$ cat src/rtl/seg7_scan_driver.sv
// Common-anode multiplexed 7-segment driver with leading-zero blanking, minus sign and guard time.
// New values are double-buffered and take effect only at frame boundaries.
module seg7_scan_driver #(
  parameter int NDIGITS     = 4,
  parameter int REFRESH_DIV = 100000,
  parameter int GUARD       = 2
) (
  input  logic                   clk,
  input  logic                   reset,
  input  logic                   enable,
  input  logic                   load,
  input  logic [4*NDIGITS-1:0]   bcd_in,
  input  logic                   neg,
  input  logic [NDIGITS-1:0]     dp_mask,
  output logic [NDIGITS-1:0]     an,
  output logic [6:0]             seg,
  output logic                   dp,
  output logic                   frame_done
);

  localparam int PW = $clog2(REFRESH_DIV);
  localparam int IW = $clog2(NDIGITS);

  logic [PW-1:0]        presc_q, presc_d;
  logic [IW-1:0]        idx_q, idx_d;
  logic [4*NDIGITS-1:0] disp_bcd_q, disp_bcd_d, pend_bcd_q, pend_bcd_d;
  logic                 disp_neg_q, disp_neg_d, pend_neg_q, pend_neg_d;
  logic [NDIGITS-1:0]   disp_dp_q, disp_dp_d, pend_dp_q, pend_dp_d;
  logic                 pend_vld_q, pend_vld_d;
  logic [NDIGITS-1:0]   an_q, an_d;
  logic [6:0]           seg_q, seg_d;
  logic                 dp_q, dp_d;
  logic                 frame_done_q;
  logic                 slot_end, boundary;
  logic [3:0]           nib;
  logic                 dp_bit;
  logic [6:0]           seg_lit;
  int                   top;

  function automatic logic [6:0] glyph(input logic [3:0] v);
    case (v)
      4'h0: glyph = 7'h40;
      4'h1: glyph = 7'h79;
      4'h2: glyph = 7'h24;
      4'h3: glyph = 7'h30;
      4'h4: glyph = 7'h19;
      4'h5: glyph = 7'h12;
      4'h6: glyph = 7'h02;
      4'h7: glyph = 7'h78;
      4'h8: glyph = 7'h00;
      4'h9: glyph = 7'h10;
      4'hA: glyph = 7'h08;
      4'hB: glyph = 7'h03;
      4'hC: glyph = 7'h46;
      4'hD: glyph = 7'h21;
      4'hE: glyph = 7'h06;
      default: glyph = 7'h0E;
    endcase
  endfunction

  always_comb begin
    presc_d  = presc_q;
    idx_d    = idx_q;
    slot_end = (presc_q == PW'(REFRESH_DIV - 1));
    boundary = enable && slot_end && (idx_q == IW'(NDIGITS - 1));
    if (enable) begin
      if (slot_end) begin
        presc_d = '0;
        idx_d   = (idx_q == IW'(NDIGITS - 1)) ? '0 : idx_q + IW'(1);
      end else begin
        presc_d = presc_q + PW'(1);
      end
    end
  end

  // A load coinciding with the boundary bypasses the pending buffer entirely.
  always_comb begin
    disp_bcd_d = disp_bcd_q;
    disp_neg_d = disp_neg_q;
    disp_dp_d  = disp_dp_q;
    pend_bcd_d = pend_bcd_q;
    pend_neg_d = pend_neg_q;
    pend_dp_d  = pend_dp_q;
    pend_vld_d = pend_vld_q;
    if (load && boundary) begin
      disp_bcd_d = bcd_in;
      disp_neg_d = neg;
      disp_dp_d  = dp_mask;
      pend_vld_d = 1'b0;
    end else if (load) begin
      pend_bcd_d = bcd_in;
      pend_neg_d = neg;
      pend_dp_d  = dp_mask;
      pend_vld_d = 1'b1;
    end else if (boundary && pend_vld_q) begin
      disp_bcd_d = pend_bcd_q;
      disp_neg_d = pend_neg_q;
      disp_dp_d  = pend_dp_q;
      pend_vld_d = 1'b0;
    end
  end

  // top = most significant nonzero digit (0 when the value is zero).
  always_comb begin
    nib    = '0;
    dp_bit = 1'b0;
    top    = 0;
    for (int i = 0; i < NDIGITS; i++) begin
      if (disp_bcd_q[4*i +: 4] != 4'd0) top = i;
      if (idx_q == IW'(i)) begin
        nib    = disp_bcd_q[4*i +: 4];
        dp_bit = disp_dp_q[i];
      end
    end
    if (int'(idx_q) <= top)                              seg_lit = glyph(nib);
    else if (disp_neg_q && (int'(idx_q) == top + 1))     seg_lit = 7'h3F;
    else                                                 seg_lit = 7'h7F;
  end

  always_comb begin
    an_d  = '1;
    seg_d = 7'h7F;
    dp_d  = 1'b1;
    if (enable && (presc_q >= PW'(GUARD))) begin
      an_d  = ~(NDIGITS'(1) << idx_q);
      seg_d = seg_lit;
      dp_d  = ~dp_bit;
    end
  end

  always_ff @(posedge clk or negedge reset) begin
    if (!reset) begin
      presc_q      <= '0;
      idx_q        <= '0;
      disp_bcd_q   <= '0;
      disp_neg_q   <= 1'b0;
      disp_dp_q    <= '0;
      pend_bcd_q   <= '0;
      pend_neg_q   <= 1'b0;
      pend_dp_q    <= '0;
      pend_vld_q   <= 1'b0;
      an_q         <= '1;
      seg_q        <= 7'h7F;
      dp_q         <= 1'b1;
      frame_done_q <= 1'b0;
    end else begin
      presc_q      <= presc_d;
      idx_q        <= idx_d;
      disp_bcd_q   <= disp_bcd_d;
      disp_neg_q   <= disp_neg_d;
      disp_dp_q    <= disp_dp_d;
      pend_bcd_q   <= pend_bcd_d;
      pend_neg_q   <= pend_neg_d;
      pend_dp_q    <= pend_dp_d;
      pend_vld_q   <= pend_vld_d;
      an_q         <= an_d;
      seg_q        <= seg_d;
      dp_q         <= dp_d;
      frame_done_q <= boundary;
    end
  end

  assign an         = an_q;
  assign seg        = seg_q;
  assign dp         = dp_q;
  assign frame_done = frame_done_q;

endmodule

$ cat config.mk
export PLATFORM = sky130hd
export DESIGN_NAME = seg7_scan_driver
export DESIGN_NICKNAME = d
export VERILOG_FILES = /design/src/rtl/seg7_scan_driver.sv
export SDC_FILE = /design/constraint.sdc
export NUM_CORES = 1
export LEC_CHECK = 0
export CAP_MARGIN = 20
export CORE_UTILIZATION = 59
export CTS_BUF_LIST = sky130_fd_sc_hd__clkbuf_4 sky130_fd_sc_hd__clkbuf_8
export DETAILED_ROUTE_END_ITERATION = 6
export HOLD_SLACK_MARGIN = 0.12
export PLACE_DENSITY = 0.9
export SLEW_MARGIN = 20
export SYNTH_ARGS = -nofsm -noshare
export SYNTH_HDL_FRONTEND = slang
export SYNTH_SLANG_ARGS = --single-unit
export TNS_END_PERCENT = 30
$ cat constraint.sdc
create_clock -name clk -period 3.2 [get_ports clk]
set_input_delay 0.64 -clock clk [delete_from_list [all_inputs] [get_ports clk]]
set_output_delay 0.64 -clock clk [all_outputs]
set_load 0.01 [all_outputs]
==> results of run 1 <==
cells in the mapped netlist, types with 2 or more instances:
library cell	count	area share [%]
buf_6	2	0.58
nor2_1	20	1.9
mux2i_1	3	0.78
buf_2	2	0.26
buf_12	2	1.0
a31oi_1	3	0.48
dfrtp_1	63	41
nor4_1	5	0.81
a221oi_1	2	0.45
nand3_1	10	1.3
ha_1	15	4.8
o21a_1	2	0.39
a22o_1	2	0.45
nor2b_1	6	0.97
mux2_2	2	0.58
mux2_4	20	7.8
nand4_1	5	0.81
nand2_1	27	2.6
nor3_1	3	0.39
dfstp_2	12	8.1
o22ai_1	39	6.3
nand2b_1	6	0.97
xnor2_1	6	1.4
o221ai_1	4	0.90
a311oi_1	2	0.45
o21ai_0	9	1.2
and3_2	2	0.39
nand3b_1	2	0.39
nor3b_1	2	0.39
a21oi_1	21	2.7
clkbuf_1	10	0.97
o22a_1	2	0.45
inv_1	13	1.3
xor2_1	8	1.8
layout make-up:
cell class	instances	area [um2]
clock buffer	11	145
clock inverter	3	40.0
fill	444	1900
inverter	14	52.6
multi-input combinational	248	1810
sequential	75	1890
tap	77	96.3
timing repair buffer	42	415
cells by family after synthesis:
logic type      synth area share, %
simple gates                   14.0
compound gates                 15.5
flops                          48.9
buf+inv                        4.49
mux                            9.11
fa+ha+maj                      4.85
xor+xnor                       3.17
cell usage in the layout (no fill, tap or decap), types with 3 or more instances in the layout:
| master | netlist | routed |
|---|---|---|
| a21oi_1 | 21 | 21 |
| a31oi_1 | 3 | 3 |
| buf_4 | 1 | 4 |
| clkbuf_8 | 0 | 10 |
| clkdlybuf4s50_1 | 0 | 36 |
| dfrtp_1 | 63 | 63 |
| dfstp_2 | 12 | 12 |
| ha_1 | 15 | 15 |
| inv_1 | 13 | 13 |
| mux2_4 | 20 | 20 |
| mux2i_1 | 3 | 3 |
| nand2_1 | 27 | 27 |
| nand2b_1 | 6 | 6 |
| nand3_1 | 10 | 10 |
| nand4_1 | 5 | 5 |
| nor2_1 | 20 | 20 |
| nor2b_1 | 6 | 6 |
| nor3_1 | 3 | 3 |
| nor4_1 | 5 | 5 |
| o21ai_0 | 9 | 9 |
| o221ai_1 | 4 | 4 |
| o22ai_1 | 39 | 39 |
| xnor2_1 | 6 | 6 |
| xor2_1 | 8 | 8 |
worst max-delay path, cell delays in order (launching register included):
cell and delay, ps:
dfrtp_1 450, ha_1 400, or2_2 390, a221oi_1 320
nor2_1 180, inv_1 150, ha_1 240, inv_1 90
a21oi_1 80, a32oi_1 170, nand2b_1 130
stage by stage:
stage               util, %  power, W  setup WS, ps
floorplan                 -   0.00120           854
global placement       67.1   0.00127           500
detailed placement     67.1   0.00128           446
CTS                    70.0   0.00198           556
global route           70.0   0.00205           333
finish                 70.0   0.00198           527
path summary, 6_finish.rpt:
kind,slack (ps),from,cells after the start,to
setup / recovery,530,idx_q[1],10,seg[3]
hold / removal,370,reset,1,presc_q[5]
setup reg to reg,530,idx_q[1],10,seg[3]
hold reg to reg,500,presc_q[8],1,presc_q[8]
max in group asynchronous,2120,reset,2,dp
min in group clk,500,presc_q[8],1,presc_q[8]
per-layer routing:
layer | vias up | track usage [%] | routed length, um
met3 | 17 | 4.57 | 430
met1 | 1476 | 34.3 | 3630
li1 | 1379 | - | -
met2 | 126 | 40.3 | 3920
met5 | - | 0 | 0
met4 | 0 | 11.8 | 167
sequential cells by signal (all words and copies together) (netlist names):
name,count
idx_q,2
disp_bcd_q,16
presc_q,17
disp_dp_q,4
pend_bcd_q,16
pend_vld_q,1
frame_done,1
disp_neg_q,1
pend_neg_q,1
an,4
dp,1
seg,7
pend_dp_q,4
power by group:
part / internal, W / total (W) / switching (W)
combinational: 0.000108 / 0.000198 / 0.0000895
clock: 0.000379 / 0.000709 / 0.000330
sequential: 0.00100 / 0.00107 / 0.0000645
total: 0.00149 / 0.00198 / 0.000484
==> results_dict.tcl, run 1 <==
set metrics [dict create \
    setup_viol 0 \
    place_inst 456 \
    ys_seq_area_share_pct 48.9 \
    pin_count 38 \
    ir_drop_uv 278 \
    hpwl_um 5750 \
    drv_cap 0 \
    clock.fmax_ghz 0.374 \
    endpoint_kind "flip-flop" \
    cts-resized-gates 0 \
    cp_max_fo 16 \
    overflow 0 \
    tightest_slew_ps 812 \
    dpl-instance-area_mm2 0.00426 \
    fin_crit_sh_pct 83.5 \
    required_ps 3490 \
    rows 29 \
    cts_hold_buf 0 \
    drc 0 \
    fin_skew_ps 11.2 \
    path_clk_slew_ps 70 \
    tritoncts "built" \
    die_area_mm2 0.00689 \
    dr.pass1.iters 5 \
    drtAntennaViolNets 0 \
    yosysUniqueCellTypes 57 \
    routed_wl_um 8160 \
    grt_max_degree 41 \
    wl_per_cell_um 17.4 \
    status "completed" \
    clk_latency_ps 360 \
    synth_ff_type "dfrtp_1" \
    yosys_warnings 0 \
    viasPerCell 6.38 \
    syn_to_final_growth_pct 14.9 \
    cp.arrival_ps 2960 \
    final_nets 430 \
    grt_pass1_vias 3052 \
    hp-class "input pin to asynchronous set/reset pin" \
    grt_pass1_wl_um 14100 \
    async_flop_share_pct 100 \
    dieWidth_um 83 \
    postCtsSetupRepairBufs 0 \
    cts_buffers 9 \
    place_congestion 0.875 \
    p_leak_nw 2.00 \
    core-area_mm2 0.00635 \
    dieHeight_um 83 \
    drt_iter0_drc 273 \
    critPathLaunchType "flip-flop" \
    initial_core_util_pct 61.0 \
    period_minus_slack_ps 2670 \
    num_antenna_cells 0 \
    maxSlewHeadroom_pct 45.5 \
    antenna_found_initial 0 \
    vias 2998 \
    rsz0062_at_grt "false" \
    cts.sinks 75 \
    clk_path_buf_depth 2 \
    drive_above_1_share_pct 16.0 \
    syn_nets 395 \
    synth_edf_count 0 \
    p_per_area_mw_per_mm2 444 \
    finalHoldViolCount 0 \
    fin_cells 470 \
    ys_seq_elements 75 \
    synth_area_mm2 0.00387 \
    final_cell_area_mm2 0.00445 \
    numPortBuffers 37 \
    worstSetupPathType "flip-flop to flip-flop" \
    avgSynthCellArea_um2 10.9 \
    fin_worst_hold_slack_ps 368 \
    slew_violations 0 \
    grt_usage_pct 25.5 \
    syn_inst 355 \
    htreeDepth 3 \
    setup_tns_ps 0 \
    clock-root-buffer "clkbuf_8" \
]
Power figures use the tool's default switching activity.
==> inputs of run 2 (changes only) <==
==> constraint.sdc (replaced) <==
create_clock -name clk -period 2.6 [get_ports clk]
set_input_delay 0.52 -clock clk [delete_from_list [all_inputs] [get_ports clk]]
set_output_delay 0.52 -clock clk [all_outputs]
set_load 0.01 [all_outputs]
==> run 2 against run 1 <==
Global-route usage grew 2.1 points. Non-clock buffer count grew 13. Clock skew shrank 4.2 ps.
==> results_dict.tcl, run 2 (synthesis gave the netlist of run 1 again) <==
set metrics [dict create \
    finalHoldViolCount 0 \
    p_int_w 0.00206 \
    fin_cells 484 \
    drv_cap 0 \
    viasPerCell 6.45 \
    final_common_cell "dfrtp_1" \
    setup_viol 0 \
    cts_hold_buf 0 \
    switching_share_pct 23.1 \
    dieHeight_um 83 \
    power.switching_w 0.000620 \
    slew_violations 0 \
    dpl-instance-area_mm2 0.00436 \
    cp_max_fo 9 \
    antenna_found_initial 0 \
    tightest_slew_ps 629 \
    top_register "presc_q" \
    endpoint_kind "flip-flop" \
    cts.sinks 75 \
    initial_core_util_pct 61.0 \
    grt_usage_pct 27.5 \
    drt_iter0_drc 266 \
    drc 0 \
    die_area_mm2 0.00689 \
    required_ps 2880 \
    syn_to_final_growth_pct 19.5 \
    fin_worst_hold_slack_ps 111 \
    dieWidth_um 83 \
    reg.largest.list "presc_q x17, disp_bcd_q x16, pend_bcd_q x16" \
    final_nets 443 \
    crit_chain "inv_1, ha_1, nor2b_2, a22o_1, o221ai_2, inv_1, ha_1, nand2_1, o21ai_0, a211o_1" \
    hpwl_um 6140 \
    worstSetupPathType "flip-flop to flip-flop" \
    clk_latency_ps 350 \
    vias 3120 \
    place_inst 469 \
    grt_pass1_wl_um 14900 \
    p_per_area_mw_per_mm2 579 \
    maxSlewHeadroom_pct 57.7 \
    fin_crit_sh_pct 94.6 \
    wl_per_cell_um 19.0 \
    slowest_stage "dfrtp_1" \
    routed_wl_um 9200 \
    cts_buffers 9 \
    status "completed" \
    setup_tns_ps 0 \
    ir_drop_uv 568 \
    pwr-share-comb_pct 9.5 \
    cp.arrival_ps 2740 \
    p_leak_nw 2.09 \
    num_antenna_cells 0 \
    tritoncts "built" \
    period_minus_slack_ps 2460 \
    seq_power_share_pct 49.1 \
    clock-root-buffer "clkbuf_8" \
    path_clk_slew_ps 70 \
    critPathLaunchType "flip-flop" \
    postCtsSetupRepairBufs 0 \
    hp-class "input pin to asynchronous set/reset pin" \
    grt_pass1_vias 3038 \
    overflow 0 \
    place_congestion 0.923 \
    drive_above_1_share_pct 19.9 \
    grt_max_degree 30 \
    clock.fmax_ghz 0.406 \
    htreeDepth 3 \
    core-area_mm2 0.00635 \
    fin_skew_ps 7.08 \
    dr.pass1.iters 5 \
    pin_count 38 \
    final_cell_area_mm2 0.00463 \
    drtAntennaViolNets 0 \
    clockPowerShare_pct 41.4 \
    final_cell_mix "dfrtp_1 (63), o22ai_1 (39), clkdlybuf4s50_1 (36)" \
    critPathMaxStageDelay_ps 440 \
    rows 29 \
    numPortBuffers 37 \
    largest_reg_flops 17 \
    clk_path_buf_depth 2 \
    cts-resized-gates 0 \
]
[run 2: power groups by stage]
stage | Combinational (W) | Clock, W | Sequential, W
4_1_cts | 0.000255 | 0.00112 | 0.00131
2_1_floorplan | 0.000173 | 0 | 0.00130
3_3_place_gp | 0.000244 | 0 | 0.00133
6_report | 0.000254 | 0.00111 | 0.00132
5_1_grt | 0.000275 | 0.00117 | 0.00133
3_5_place_dp | 0.000256 | 0 | 0.00133
[run 2: per-layer routing]
metal	global-route usage, %	routed length (um)	vias to the layer above
li1	-	-	1406
met1	36.9	3910	1541
met2	43.4	4470	145
met3	4.37	553	28
met4	14.3	256	0
met5	0	0	-
[run 2: cell type report]
cell class	instances	area [um2]
Inverter	14	52.6
Sequential cell	75	1890
Multi-Input combinational cell	248	1820
Fill cell	400	1720
Tap cell	77	96.3
Clock inverter	4	97.6
Timing Repair Buffer	55	513
Clock buffer	11	151
[run 2: worst max-delay path: cells and delay by family (launching register included)]
kind            cells  cell delay (ps)
compound gates      4              870
fa+ha+maj           2              610
flops               1              440
buf+inv             2              290
simple gates        2              190
[run 2: final timing paths]
path | slack [ps] | cells after the start | from | end
worst max-delay path | 140 | 10 | idx_q[1] | seg[6]
worst min-delay path | 110 | 1 | reset | presc_q[0]
worst max register to register | 140 | 10 | idx_q[1] | seg[6]
worst min register to register | 500 | 1 | presc_q[8] | presc_q[8]
max in group asynchronous | 1740 | 2 | reset | seg[2]
min in group clk | 500 | 1 | presc_q[8] | presc_q[8]
[run 2: stage by stage]
| step | worst slack (ps) | power [W] | utilization (%) |
|---|---|---|---|
| 6_report | 140 | 0.00268 | 72.8 |
| 5_1_grt | -4.69 | 0.00277 | 72.8 |
| 4_1_cts | 13.8 | 0.00269 | 72.6 |
| 3_5_place_dp | 100 | 0.00159 | 68.7 |
| 3_3_place_gp | 174 | 0.00157 | 68.7 |
| 2_1_floorplan | 254 | 0.00147 | - |
==> inputs of run 3 (changes only) <==
--- a/config.mk
+++ b/config.mk
@@ -11,6 +11,7 @@
 export DETAILED_ROUTE_END_ITERATION = 6
 export HOLD_SLACK_MARGIN = 0.12
 export PLACE_DENSITY = 0.9
+export REMOVE_ABC_BUFFERS = 1
 export SLEW_MARGIN = 20
 export SYNTH_ARGS = -nofsm -noshare
 export SYNTH_HDL_FRONTEND = slang
==> run 3 against run 2 <==
Setup slack improved by 71 ps. Global-route usage fell by 0.075 points. Highest routed layer unchanged. Largest power group unchanged. Clock skew increased by 4.5 ps. First-iteration DRC count rose by 6.0%. Sequential power about the same. Final cell count grew 0.41%. Critical path depth did not move.
==> results_dict.tcl, run 3 (synthesis gave the netlist of run 1 again) <==
set metrics [dict create \
    grt_pass1_vias 3051 \
    initial_core_util_pct 61.0 \
    top_register "presc_q" \
    cts_buffers 9 \
    status "completed" \
    regArea_mm2 0.00189 \
    critPathLaunchType "flip-flop" \
    drv_cap 0 \
    fin_skew_ps 11.6 \
    num-fill-cells 423 \
    dieWidth_um 83 \
    hp-class "input pin to asynchronous set/reset pin" \
    final_cell_mix "dfrtp_1 (63), o22ai_1 (39), clkdlybuf4s50_1 (36)" \
    wl_per_cell_um 17.9 \
    drtAntennaViolNets 0 \
    worstSetupPathType "flip-flop to flip-flop" \
    path_clk_slew_ps 80 \
    p_per_area_mw_per_mm2 541 \
    final_nets 444 \
    num_antenna_cells 0 \
    power.switching_w 0.000616 \
    place_inst 470 \
    endpoint_kind "flip-flop" \
    p_int_w 0.00188 \
    dieHeight_um 83 \
    fin_cells 486 \
    cp_top_family "adder cells" \
    cp.arrival_ps 2660 \
    p_leak_nw 2.09 \
    hpwl_um 5960 \
    die_area_mm2 0.00689 \
    required_ps 2870 \
    routed_wl_um 8680 \
    period_minus_slack_ps 2390 \
    clockPowerShare_pct 37.0 \
    syn_to_final_growth_pct 19.4 \
    drc 0 \
    overflow 0 \
    grt_pass1_wl_um 14800 \
    switching_share_pct 24.6 \
    critPathMaxStageDelay_ps 400 \
    viasPerCell 6.29 \
    rsz0062_at_grt "false" \
    final_common_cell "dfrtp_1" \
    pin_count 38 \
    dr_wl_met2_um 4240 \
    cts.sinks 75 \
    numPortBuffers 37 \
    vias 3059 \
    largest_reg_flops 17 \
    finalHoldViolCount 0 \
    antenna_found_initial 0 \
    tritoncts "built" \
    setup_tns_ps 0 \
    clock-root-buffer "clkbuf_8" \
    rows 29 \
    reg.largest.list "presc_q x17, disp_bcd_q x16, pend_bcd_q x16" \
    setup_viol 0 \
    place_congestion 0.867 \
    cts_hold_buf 0 \
    clk_path_buf_depth 2 \
    postCtsSetupRepairBufs 0 \
    slew_violations 0 \
    slowest_stage "dfrtp_1" \
    pwr-share-comb_pct 10.4 \
    seq_power_share_pct 52.6 \
    grt_max_degree 76 \
    dr.pass1.iters 5 \
    cp_common_cell "inv_1" \
    crit_chain "inv_1, ha_1, nor2b_1, a221oi_1, nor2_1, inv_1, ha_1, inv_1, mux2_2, o211ai_1" \
    setup_ws_ps 211 \
    fin_crit_sh_pct 91.9 \
    htreeDepth 3 \
    drt_iter0_drc 282 \
    wl_met1_um 3640 \
    ir_drop_uv 415 \
    multi_input_area_mm2 0.00181 \
    cts-resized-gates 0 \
    dr_wl_met3_um 566 \
    dp_slack_ps 158 \
    clock.fmax_ghz 0.419 \
    grt_usage_pct 27.4 \
    drive_above_1_share_pct 19.8 \
    core-area_mm2 0.00635 \
    cp_num_buf_inv 3 \
    cp_max_fo 5 \
    topRoutingLayerUsed "met4" \
    tightest_slew_ps 516 \
    maxSlewHeadroom_pct 65.4 \
    clk_latency_ps 350 \
]
## run 3: cell types whose count changed in the layout (fill, tap and decap cells not counted), sizes merged
cell	previous run	this run
bufinv	3	1
clkinv	1	4
clkbuf	11	12
buf	19	20
clkinvlp	1	0
## run 3: worst reg2reg max path: cells and delay by family, from the launching register on
kind / cells / cell delay, ps
compound gates: 2 / 290
fa+ha+maj: 2 / 550
buf+inv: 3 / 340
flops: 1 / 400
mux: 1 / 260
simple gates: 2 / 470
## run 3: area by class of cell
cell class / instances / share of cell area (%)
Sequential cell: 75 / 40.9
Multi-Input combinational cell: 248 / 39.3
Timing Repair Buffer: 56 / 12.1
Clock buffer: 12 / 3.44
Tap cell: 77 / 2.09
Inverter: 14 / 1.14
Clock inverter: 4 / 1.06
## run 3: per-stage QoR
step                      hold WS, ps  utilization, %  total power, W  cell area, um2
after floorplan                   224               -         0.00146            3750
after global placement            478            69.4         0.00158            4400
after detailed placement          485            69.4         0.00159            4400
after CTS                         198            72.6         0.00252            4610
after global routing              224            72.8         0.00259            4620
final                             162            72.8         0.00250            4620
## run 3: worst paths after layout
kind | startpoint | endpoint | slack [ps] | depth (start not counted)
worst max-delay path | idx_q[0] | seg[1] | 210 | 10
worst min-delay path | reset | disp_bcd_q[8] | 160 | 2
worst max register to register | idx_q[0] | seg[1] | 210 | 10
worst min register to register | presc_q[14] | presc_q[14] | 490 | 1
max in group asynchronous | reset | disp_bcd_q[13] | 2090 | 2
min in group clk | presc_q[14] | presc_q[14] | 490 | 1
## run 3: metal layers
metal / vias to the layer above / track usage (%)
li1: 1400 / -
met5: - / 0
met4: 0 / 13.2
met1: 1487 / 35.7
met3: 23 / 4.97
met2: 149 / 44.6
## run 3: power groups by stage
| stage | Sequential (W) | Clock, W | Combinational [W] |
|---|---|---|---|
| floorplan | 0.00131 | 0 | 0.000148 |
| detailed placement | 0.00133 | 0 | 0.000258 |
| global route | 0.00132 | 0.000979 | 0.000284 |
| global placement | 0.00133 | 0 | 0.000247 |
| finish | 0.00132 | 0.000925 | 0.000259 |
| CTS | 0.00131 | 0.000945 | 0.000259 |
